### src/rtl/tsu_queue_reader.sv
// Time-stamp queue read side: fetches 92-bit entries into a holding
// register and exposes them to the host as 32-bit words.
module tsu_queue_reader #(
  parameter int CNT_W    = 16,
  parameter int AUTO_POP = 0
) (
  input  logic             clk,
  input  logic             rst,
  input  logic [7:0]       q_rd_stat,
  input  logic [91:0]      q_rd_data,
  output logic             q_rd_en,
  input  logic             host_rd_en,
  input  logic [1:0]       host_addr,
  output logic [31:0]      host_rd_data,
  input  logic             ts_pop,
  output logic             ts_valid,
  output logic [CNT_W-1:0] ts_count
);

  typedef enum logic [1:0] {
    IDLE,
    REQ,
    CAP,
    HOLD
  } state_t;

  state_t      state;
  state_t      state_nx;
  logic [91:0] hold;
  logic [31:0] rd_word;
  logic [15:0] cnt16;
  logic        avail;
  logic        auto_rd;
  logic        pop;
  logic        ld;
  logic        rel;
  logic        unused_stat;

  assign unused_stat = ^q_rd_stat[7:3];
  assign avail   = q_rd_stat[2:0] != 3'd0;
  assign auto_rd = (AUTO_POP != 0) && host_rd_en
                   && (host_addr == 2'd3);
  assign pop     = ts_pop | auto_rd;

  if (CNT_W >= 16) begin : g_trunc
    assign cnt16 = ts_count[15:0];
  end else begin : g_ext
    assign cnt16 = {{(16-CNT_W){1'b0}}, ts_count};
  end

  // FSM state register
  always_ff @(posedge clk) begin
    if (rst) begin
      state <= IDLE;
    end else begin
      state <= state_nx;
    end
  end

  // Next state, one-cycle read request, capture/release strobes
  always_comb begin
    state_nx = state;
    q_rd_en  = 1'b0;
    ld       = 1'b0;
    rel      = 1'b0;
    unique case (state)
      IDLE: begin
        if (avail && !ts_valid && !rst) begin
          q_rd_en  = 1'b1;
          state_nx = REQ;
        end
      end
      REQ: begin
        state_nx = CAP;
      end
      CAP: begin
        ld       = 1'b1;
        state_nx = HOLD;
      end
      HOLD: begin
        if (pop) begin
          rel      = 1'b1;
          state_nx = IDLE;
        end
      end
      default: begin
        state_nx = IDLE;
      end
    endcase
  end

  // Holding register, valid flag and popped-entry counter
  always_ff @(posedge clk) begin
    if (rst) begin
      hold     <= '0;
      ts_valid <= 1'b0;
      ts_count <= '0;
    end else if (ld) begin
      hold     <= q_rd_data;
      ts_valid <= 1'b1;
    end else if (rel) begin
      ts_valid <= 1'b0;
      ts_count <= ts_count + CNT_W'(1);
    end
  end

  // Host word select
  always_comb begin
    rd_word = '0;
    unique case (host_addr)
      2'd0: rd_word = {ts_valid, 12'd0,
                       q_rd_stat[2:0], cnt16};
      2'd1: rd_word = {4'd0, hold[91:64]};
      2'd2: rd_word = hold[63:32];
      2'd3: rd_word = hold[31:0];
      default: rd_word = '0;
    endcase
  end

  // Registered host read data, held between reads
  always_ff @(posedge clk) begin
    if (rst) begin
      host_rd_data <= '0;
    end else if (host_rd_en) begin
      host_rd_data <= rd_word;
    end
  end

endmodule

### config.mk
export PLATFORM = sky130hd
export DESIGN_NAME = tsu_queue_reader
export DESIGN_NICKNAME = d
export VERILOG_FILES = /design/src/rtl/tsu_queue_reader.sv
export SDC_FILE = /design/constraint.sdc
export NUM_CORES = 1
export LEC_CHECK = 0
export CAP_MARGIN = 20
export CORE_AREA = 3 3 111 113
export DETAILED_ROUTE_END_ITERATION = 12
export DIE_AREA = 0 0 114 116
export PLACE_DENSITY = 0.95
export SLEW_MARGIN = 40
export SYNTH_ARGS = -nofsm -noshare
export SYNTH_HDL_FRONTEND = slang
export SYNTH_SLANG_ARGS = --single-unit
### constraint.sdc
create_clock -name clk -period 3.5 [get_ports clk]
set_input_delay 0.35 -clock clk [delete_from_list [all_inputs] [get_ports clk]]
set_output_delay 0.35 -clock clk [all_outputs]
set_load 0.02 [all_outputs]
# Word-level counts from Yosys, hierarchy flattened
# Cells that the tools add are included.
# totals
regBits	143
output_inout_bits	50
inputBits	106
elab_cells	36
# classes
mux	11
addsub	1
n_reduce_logical	10
bitwise	1
n_eq_ne	8
# op_table
op	count
one-hot mux 32 bit (4 select lines)	1
adder 16 x 1 -> 16 bit, second input constant	1
equality test 2 bit, second input constant	4
one-hot mux 2 bit (4 select lines)	1
two-way mux 1 bit	7
equality test 2 x 1 -> 1 bit, second input constant	2
zero test 2 bit	2
two-way mux 2 bit	2
inequality test 2 bit, second input constant	2
AND reduction 2 bit	2
nonzero test 3 bit	1
logical AND 1 bit	2
zero test 1 bit	2
nonzero test 2 bit	1
inverter 1 bit	1

# Depth between registers and ports, before layout
# Gate-level depths: netlist of the first run.
# depth
word_depth	5
depth_mapped	8
depth_no_buf	6

# Worst setup path after synthesis of the first run
# Ideal clock, no wire load.
# synth_path
path_type	register to register
startpoint	reg state[0]
endpoint	reg ts_count[15]
n_path_buf	2
setup_time_ps	123
t_required_ps	3377
period_less_slack_ps	1992
stages_incl_launch_ff	9
slack_ps	1508
arrival_ps	1869
cell_sequence	dfxtp_1 -> inv_1 -> ha_1 -> clkbuf_1 -> nand3b_1 -> or2_1 -> clkbuf_1 -> nor4_1 -> mux2_1
# synth_between
elab_chain_len	4
elab_cells_between_ends	6
cone_classes	eq/ne: 2; mux: 2; bitwise: 1; reduce/logical: 1
# synth_lines
element	line	source
start: declaration	27	state_t state;
start signal: assignment	56	state <= state_nx;
equality test 2 bit	66	unique case (state)
two-way mux 1 bit	66	
named net ld	35	logic ld;
inverter 1 bit (no source line)	-	
AND reduction 2 bit (no source line)	-	
end signal: assignment	103	ts_count <= ts_count + CNT_W'(1);
end: declaration	17	output logic [CNT_W-1:0] ts_count
# The timed path passes the listed nets, and every way through them passes these cells.
# A chain may end at the register's enable or synchronous reset.

# Final worst setup path of the first run
# layout_path
startpoint	reg state[0]
endpoint	out q_rd_en
# layout_between
elab_chain_len	2
# layout_lines
element	line	source
zero test 2 bit	66	
two-way mux 1 bit	66	
end: declaration	11	output logic q_rd_en,
# No other way between the ends.

==> results.tsv, run 1 <==
metric	value	unit
Yosys cell types	38	
xor and xnor area share after synthesis	1.33	%
cts hold-fix bufs	0	
cell family with most CP delay	buffers and inverters	
Syn Nets	678	
CTS Sinks	143	
final worst slack	1.15	ns
# resized after CTS	0	
initial antenna violation count	0	
unrepaired setup endpoints after global routing	no	
power density over the cells	632	mW/mm^2
most common cell after layout, fill and taps aside	clkdlybuf4s50_1	
Routed WL	15200	microns
Synth Cell Area	0.00593	sq mm
Worst-Skew Late Latency	0.42	ns
HPWL Detailed	10100	microns
relative slew slack	47.0	%
largest net degree at the start of global routing	90	
Worst-path clk slew	0.06	ns
H-tree Lvls	4	
Static Leakage	0.00295	uW
Worst Path Buf+Inv	2	
total I/O pin count	156	
sequential share of the synthesized area	48.3	%
post-synthesis compound-gate area fraction	4.37	%
share of the synthesized area in the top cell type	48.3	%
achievable frequency	425	MHz
CP startpoint kind	flop	
Layout Nets	806	
adder-cell share of the synthesized area	1.06	%
dpl cells	819	
layout cells sized above 1	10.5	%
multi-input logic area	0.00288	sq mm
final hold slack	0.375	ns
Clock Skew	0.0103	ns
crit path capture	q_rd_en	
CP Depth	4	
# rows	39	
ANT cells	0	
final cell count without fillers	851	
Synth Area in Simple Gates	12.8	%
EDFF count, synth	0	
worst stage delay on the critical path	0.68	ns
via count	4755	
GRT Util Overall	23.5	%
Worst Setup SP	state[0]	
CTS max path bufs	2	
CP Data Required Time	3.15	ns
Remaining Overflow, GRT	0	
DIE AREA	0.0132	sq mm
# Max-Cap Violations	0	
CP Cell Sequence	inv_1, ha_1, nor4b_1, clkdlybuf4s50_1	
outcome	complete, no violations	
chip height	116	microns
DIE WIDTH	114	microns
Port Buffer Count	150	
DRC Markers	0	
R2R depth	6	
Initial DRT Pass Iterations	4	
Fill cells	818	
Area Overhead vs Synth	36.7	%
clk root buf	clkbuf_16	
pre-CTS setup slack	1.26	ns
Slew @ Worst Pin	0.793	ns
total power	5120	uW
leading area contributor after synthesis	dfxtp_1	
Final Hold Vio Count	0	
worst path arrival time	2.00	ns
vias per cell	5.59	
Synth warnings	0	
RR Endpoint	ts_count[14]	
most frequent cells in the layout	clkdlybuf4s50_1, dfxtp_1, nor2_1	
CTS buffer count	17	
HP Class	primary input to flop	
crit path max-delay cell type	clkdlybuf4s50_1	
Detail Route Antenna Nets	0	
final setup fails	0	
initial core utilization	51.9	%
Crit Path Class	flop to primary output	
final cycle utilization of the critical path	67.2	%
fraction of registers with async set/reset	0	%
RR Startpoint	state[0]	
Worst Setup End Kind	primary output	
DR WL/cell	17.8	microns
sequential cell area	0.00286	sq mm
Max IR drop VDD	0.356	mV
top post-synthesis cells by area	dfxtp_1, mux2i_1, nor2_1, mux4_2, mux2_2	
Iteration-0 DRC Markers	280	
r2r setup slk	1.33	ns
Top FF cell, synth	dfxtp_1	
CORE AREA	0.0114	sq mm
synthesized flop and latch total	143	
vias in the first global route	4934	
sum of negative setup slack	0	ns
Cells after Synth	567	
Mapped Avg Cell Area	10.5	sq um
main combinational cell family by area after synthesis	multiplexers	
Max Slew Vio Count	0	
multiplexer share of the synthesized area	28.8	%
gp weighted congestion	0.772	
first-pass GRT wire length	24400	microns
Post-CTS Setup Bufs	0	
post-layout min period	2.35	ns
CTS tree	built	
CP max FO	4	
[cells in the mapped netlist (6+ instances only)]
cell / number
dfxtp_1: 143
a211oi_1: 9
a21oi_1: 9
a22oi_1: 9
nor2_1: 136
mux2_2: 12
buf_1: 7
nand2_1: 6
o21ai_0: 6
nand3_1: 9
buf_2: 10
mux2i_1: 113
clkbuf_1: 28
mux4_2: 18
[kinds of logic (layout without fill, tap and decap cells)]
family                     Yosys count  in the layout
xor gates and xnor gates             9              9
muxes                              145            145
DFF                                143            143
AOI/OAI and AO/OA                   39             39
and+or+nand+nor                    177            177
buffers and inverters               49            190
adders and majority gates            5              5
[routing by layer]
| metal | track usage [%] | vias to the layer above | wire length, microns | share of wire (%) |
|---|---|---|---|---|
| li1 | - | 2230 | - | - |
| met1 | 27.1 | 2307 | 5810 | 38 |
| met2 | 40.7 | 181 | 7950 | 52 |
| met3 | 6.95 | 37 | 1080 | 7.1 |
| met4 | 10.1 | 0 | 345 | 2.3 |
| met5 | 0 | - | 0 | 0 |
[how the worst min path moves through the flow]
| stage | start | endpoint | slack (ns) | cells past startpoint |
|---|---|---|---|---|
| floorplan | hold[35] | hold[35] | 0.45 | 2 |
| finish | rst | hold[16] | 0.37 | 2 |
| global route | rst | host_rd_data[16] | 0.42 | 2 |
| global placement | host_rd_data[29] | host_rd_data[29] | 0.46 | 2 |
| detailed placement | host_rd_data[29] | host_rd_data[29] | 0.48 | 2 |
| CTS | host_rd_en | host_rd_data[28] | 0.49 | 3 |
[power by group]
part	switching (uW)	leakage [uW]	internal, uW
registers	132	0.00116	1870
logic	565	0.00148	608
clock network	725	0.000305	1230
[metrics by stage]
stage                     cell area, sq um  utilization (%)
final                                 8100             71.0
after global routing                  8100             71.0
after CTS                             8100             70.9
after detailed placement              7450             65.3
after global placement                7450             65.3
after floorplan                       5930                -
[registers in the layout (all words and copies together) (netlist names)]
| name | cells |
|---|---|
| state | 2 |
| ts_count | 16 |
| ts_valid | 1 |
| host_rd_data | 32 |
| hold | 92 |
[cell type report]
cell class	count	share of cell area (%)
inverters	4	0.185
well taps	143	2.21
clock inverters	14	2.52
multi-input cells	375	35.5
flip-flops and latches	143	35.3
repair buffers	154	18.8
clock buffers	18	5.42
(Power assumes the default switching activity.)
==> run 2: changes to the inputs <==
Settings changed: CORE_AREA 3 3 111 113 to 3 3 114 116, DIE_AREA 0 0 114 116 to 0 0 117 119, PLACE_DENSITY 0.95 to 0.91.
Clock period 3.5 ns to 2.3 ns, I/O delays scaled along.
==> run 2 against run 1 <==
Critical endpoint is now ts_count[15]. Global-route usage shrank 1.0 points. Combinational power grew 54%. Count of clock-buffer cells in the layout grew 4.
==> results.tsv, run 2 (same netlist as run 1, synthesis figures left out) <==
metric	value	unit	change
vias in the first global route	4951		+0.34%
final setup fails	0		unchanged
Slew @ Worst Pin	0.671	ns	-0.123 ns
switching share of total power	27.2	%	-0.54 points
clk root buf	clkbuf_16		
chip height	119	microns	+2.6%
relative slew slack	55.2	%	+8.2 points
combinational power share	23.4	%	+0.5 points
Pint	5600	uW	+51%
CP max FO	9		+5
Worst-Skew Late Latency	0.42	ns	about the same
met3 Use GR	8.13	%	+1.2 points
DIE WIDTH	117	microns	+2.6%
Worst-path clk slew	0.06	ns	about the same
Reg power frac	39.6	%	+0.6 points
gp weighted congestion	0.787		+2.0%
H-tree Lvls	4		unchanged
Final Hold Vio Count	0		unchanged
Worst Setup End Kind	flop		
CTS buffer count	17		unchanged
Clock Skew	0.0158	ns	+0.00555 ns
most frequent cells in the layout	clkdlybuf4s50_1, dfxtp_1, nor2_1		
DRC Markers	0		unchanged
clock power share	37.0	%	-1.1 points
GRT met1 Usage	26.6	%	-0.47 points
Port Buffer Count	150		unchanged
Area Overhead vs Synth	37.6	%	
GRT Util Overall	22.5	%	-1.0 points
unrepaired setup endpoints after global routing	no		
Post-CTS Setup Bufs	0		unchanged
CORE AREA	0.0120	sq mm	+5.2%
Detail Route Antenna Nets	0		unchanged
Max Slew Vio Count	0		unchanged
CTS max path bufs	2		unchanged
met2 Track Usage GR	37.7	%	-3.0 points
sum of negative setup slack	0	ns	unchanged
power density over the cells	942	mW/mm^2	+49%
CP startpoint kind	flop		
Iteration-0 DRC Markers	252		-10%
outcome	complete, no violations		
CP Data Required Time	2.61	ns	-0.54 ns
Biggest register	hold		
Static Leakage	0.00300	uW	+1.7%
CTS tree	built		
Layout Nets	813		+0.87%
largest net degree at the start of global routing	85		-5.6%
first-pass GRT wire length	24500	microns	+0.34%
Max IR drop VDD	0.588	mV	+65%
max reg flops	92		unchanged
initial antenna violation count	0		unchanged
HP Class	primary input to flop		
achievable frequency	494	MHz	
CTS Sinks	143		unchanged
initial core utilization	49.3	%	-2.6 points
final cycle utilization of the critical path	88.0	%	
Remaining Overflow, GRT	0		unchanged
# rows	40		+2.6%
post-layout min period	2.02	ns	
biggest regs	hold x92, host_rd_data x32, ts_count x16		
Crit Path Class	flop to flop		
Initial DRT Pass Iterations	6		+2
vias per cell	5.46		-2.3%
DR WL/cell	17.4	microns	-2.5%
GR peak layer	met2		
total I/O pin count	156		unchanged
DIE AREA	0.0139	sq mm	+5.3%
# Max-Cap Violations	0		unchanged
HPWL Detailed	10400	microns	+2.3%
ANT cells	0		unchanged
worst path arrival time	2.33	ns	+0.33 ns
most common cell after layout, fill and taps aside	clkdlybuf4s50_1		
P_sw	2090	uW	+47%
layout cells sized above 1	11.2	%	+0.74 points
core occupancy in the finished layout	67.9	%	-3.0 points
Routed WL	15000	microns	-1.3%
via count	4704		-1.1%
-- run 2: cell types whose count changed in the layout (fill, tap and decap cells not counted), moves of 2 or more --
cell / before / now
buf_2: 1 / 3
clkinv_2: 0 / 4
buf_12: 0 / 2
clkbuf_8: 1 / 4
buf_4: 6 / 9
inv_6: 5 / 0
-- run 2: cell type report --
cell class / instances / area [sq um]
Fill cell: 904 / 3850
Multi-Input combinational cell: 375 / 2880
Sequential cell: 143 / 2860
Timing Repair Buffer: 161 / 1600
Clock buffer: 22 / 484
Tap cell: 147 / 184
Clock inverter: 10 / 134
Inverter: 4 / 15.0
-- run 2: per-stage QoR --
step	worst slack, ns	cells	hold slack, ns	total power [uW]	instance area [sq um]
5_1_grt	0.162	862	0.342	8070	8160
6_report	0.277	862	0.314	7690	8160
4_1_cts	0.0200	862	0.271	7760	8150
3_3_place_gp	0.333	830	0.457	4780	7530
2_1_floorplan	0.308	567	0.377	4320	5930
3_5_place_dp	0.305	830	0.465	4890	7530
-- run 2: worst max-delay path: stages, from the launching register on --
cell     delay (ns)
dfxtp_1        0.48
nand4_2        0.15
or3_1          0.53
nor4_1         0.38
mux2_1         0.37
-- run 2: worst paths after layout --
path / slack (ns) / endpoint / depth (start not counted) / start
setup / recovery: 0.28 / ts_count[15] / 4 / ts_count[3]
hold / removal: 0.31 / state[1] / 3 / rst
setup reg to reg: 0.28 / ts_count[15] / 4 / ts_count[3]
hold reg to reg: 0.47 / host_rd_data[29] / 2 / host_rd_data[29]
-- run 2: power by group through the flow --
| stage | logic (uW) | clock network, uW | registers (uW) |
|---|---|---|---|
| after floorplan | 1250 | 0 | 3070 |
| after global placement | 1720 | 0 | 3060 |
| after detailed placement | 1800 | 0 | 3090 |
| after CTS | 1820 | 2900 | 3040 |
| after global routing | 1970 | 3010 | 3090 |
| final | 1800 | 2840 | 3040 |
-- run 2: repair_timing --
action                     CTS  global route
resized for setup            0             1
setup endpoints to repair    0             1
hold buffers                 0             0
-- run 2: per-layer routing --
metal  routed length (microns)  up-vias
met5                         0        -
met4                       192        0
met3                      1020       22
met2                      7590      170
met1                      6180     2269
li1                          -     2243
==> run 3: changes to the inputs <==
Settings changed: CAP_MARGIN 20 to 0, SETUP_SLACK_MARGIN set to 0.3.
==> run 3 against run 2 <==
Largest power group unchanged. Clock skew is essentially flat. Critical path type is now flop to primary output. Register-to-register slack gained 0.19 ns. Via count shrank 0.79%. Clock power is essentially flat.
==> results.tsv, run 3 (same netlist as run 1, synthesis figures left out) <==
metric	value	unit	change
outcome	complete, no violations		
CP startpoint kind	flop		
DRC Markers	0		unchanged
total I/O pin count	156		unchanged
gp weighted congestion	0.787		unchanged
post-layout min period	1.86	ns	-0.164 ns
CTS tree	built		
worst path arrival time	1.63	ns	-0.70 ns
Worst Path Buf+Inv	1		+1
worst stage delay on the critical path	0.71	ns	+0.18 ns
Placed Area	0.00753	sq mm	unchanged
ANT cells	0		unchanged
CP Data Required Time	2.07	ns	-0.54 ns
most common cell after layout, fill and taps aside	clkdlybuf4s50_1		
# Max-Cap Violations	0		unchanged
Area Overhead vs Synth	37.7	%	about the same
Iteration-0 DRC Markers	250		-0.79%
cell family with most CP delay	buffers and inverters		
final hold slack	0.317	ns	+0.00251 ns
Worst-path clk slew	0.06	ns	about the same
initial core utilization	49.3	%	unchanged
vias per cell	5.41		-0.79%
Worst-Skew Late Latency	0.42	ns	about the same
Static Leakage	0.00299	uW	-0.35%
CORE AREA	0.0120	sq mm	unchanged
finished layout cell area	0.00816	sq mm	about the same
DIE AREA	0.0139	sq mm	unchanged
Max IR drop VDD	0.588	mV	about the same
dpl cells	830		unchanged
hold depth	3		unchanged
CTS max path bufs	2		unchanged
achievable frequency	538	MHz	+8.8%
Port Buffer Count	150		unchanged
relative slew slack	55.9	%	+0.72 points
pre-CTS setup slack	0.305	ns	unchanged
biggest regs	hold x92, host_rd_data x32, ts_count x16		
DR WL/cell	17.2	microns	-0.87%
CP Cell Sequence	clkdlybuf4s50_1		
HP Class	primary input to flop		
RR Startpoint	ts_count[5]		
Initial DRT Pass Iterations	5		-1
Biggest register	hold		
crit path max-delay cell type	clkdlybuf4s50_1		
HP Start	rst		
CTS Sinks	143		unchanged
clk root buf	clkbuf_16		
CP max FO	9		unchanged
R2R depth	4		unchanged
GRT Util Overall	22.5	%	about the same
H-tree Lvls	4		unchanged
Detail Route Antenna Nets	0		unchanged
Layout Nets	813		unchanged
final cell count without fillers	862		unchanged
Fill cells	904		unchanged
power density over the cells	940	mW/mm^2	-0.26%
unrepaired setup endpoints after global routing	no		
via count	4667		-0.79%
Final Hold Vio Count	0		unchanged
final cycle utilization of the critical path	80.8	%	-7.1 points
vias in the first global route	4954		+0.061%
Routed WL	14900	microns	-0.87%
layout cells sized above 1	11.7	%	+0.56 points
Max Slew Vio Count	0		unchanged
cts hold-fix bufs	0		unchanged
first-pass GRT wire length	24500	microns	about the same
initial antenna violation count	0		unchanged
r2r setup slk	0.47	ns	+0.19 ns
final worst slack	0.441	ns	+0.164 ns
Post-CTS Setup Bufs	0		unchanged
DIE WIDTH	117	microns	unchanged
max reg flops	92		unchanged
# rows	40		unchanged
largest net degree at the start of global routing	85		unchanged
Hold EP	state[1]		
Clock Skew	0.0158	ns	-0.0000614 ns
CTS buffer count	17		unchanged
Slew @ Worst Pin	0.660	ns	-0.0108 ns
Crit Path Class	flop to primary output		
sum of negative setup slack	0	ns	unchanged
HPWL Detailed	10400	microns	unchanged
Worst Setup End Kind	primary output		
final setup fails	0		unchanged
Remaining Overflow, GRT	0		unchanged
most frequent cells in the layout	clkdlybuf4s50_1, dfxtp_1, nor2_1		
chip height	119	microns	unchanged
RR Endpoint	ts_count[15]		
[run 3: layout make-up]
cell class	instances	area, sq um	area share, %
flip-flops and latches	143	2860	35.1
inverters	4	15.0	0.184
clock inverters	10	134	1.64
repair buffers	161	1590	19.5
multi-input cells	375	2890	35.4
well taps	147	184	2.25
clock buffers	22	484	5.93
[run 3: power by group]
| part | switching (uW) | leakage, uW | internal (uW) |
|---|---|---|---|
| Clock | 1020 | 0.000302 | 1810 |
| Combinational | 859 | 0.00152 | 933 |
| Sequential | 202 | 0.00116 | 2840 |
[run 3: what timing repair did]
action	in CTS	in global routing
endpoints found under the hold margin	0	0
endpoints found under the setup margin	2	4
resized for setup	2	5
[run 3: how the worst max path moves through the flow]
| stage | startpoint | to | slack, ns | depth (start not counted) |
|---|---|---|---|---|
| finish | ts_count[2] | ts_count[2] | 0.44 | 1 |
| detailed placement | ts_count[3] | ts_count[15] | 0.30 | 4 |
| CTS | ts_count[3] | ts_count[15] | 0.31 | 4 |
| floorplan | state[0] | ts_count[15] | 0.31 | 8 |
| global placement | q_rd_stat[1] | q_rd_en | 0.33 | 4 |
| global route | state[0] | q_rd_en | 0.31 | 4 |
[run 3: routing by layer]
layer | track usage [%] | vias to the layer above | wire, microns
met1 | 26.7 | 2258 | 6070
li1 | - | 2243 | -
met3 | 8.13 | 17 | 997
met2 | 37.7 | 149 | 7610
met4 | 7.10 | 0 | 178
met5 | 0 | - | 0
[run 3: through the flow]
step           power (uW)  util, %
2_1_floorplan        4320        -
3_3_place_gp         4780     62.7
3_5_place_dp         4890     62.7
4_1_cts              7750     67.9
5_1_grt              8070     68.0
6_report             7670     68.0
[run 3: tightest hold or removal path: stages]
cell     delay, ns
buf_4         0.11
o31a_1        0.23
o41ai_1       0.10
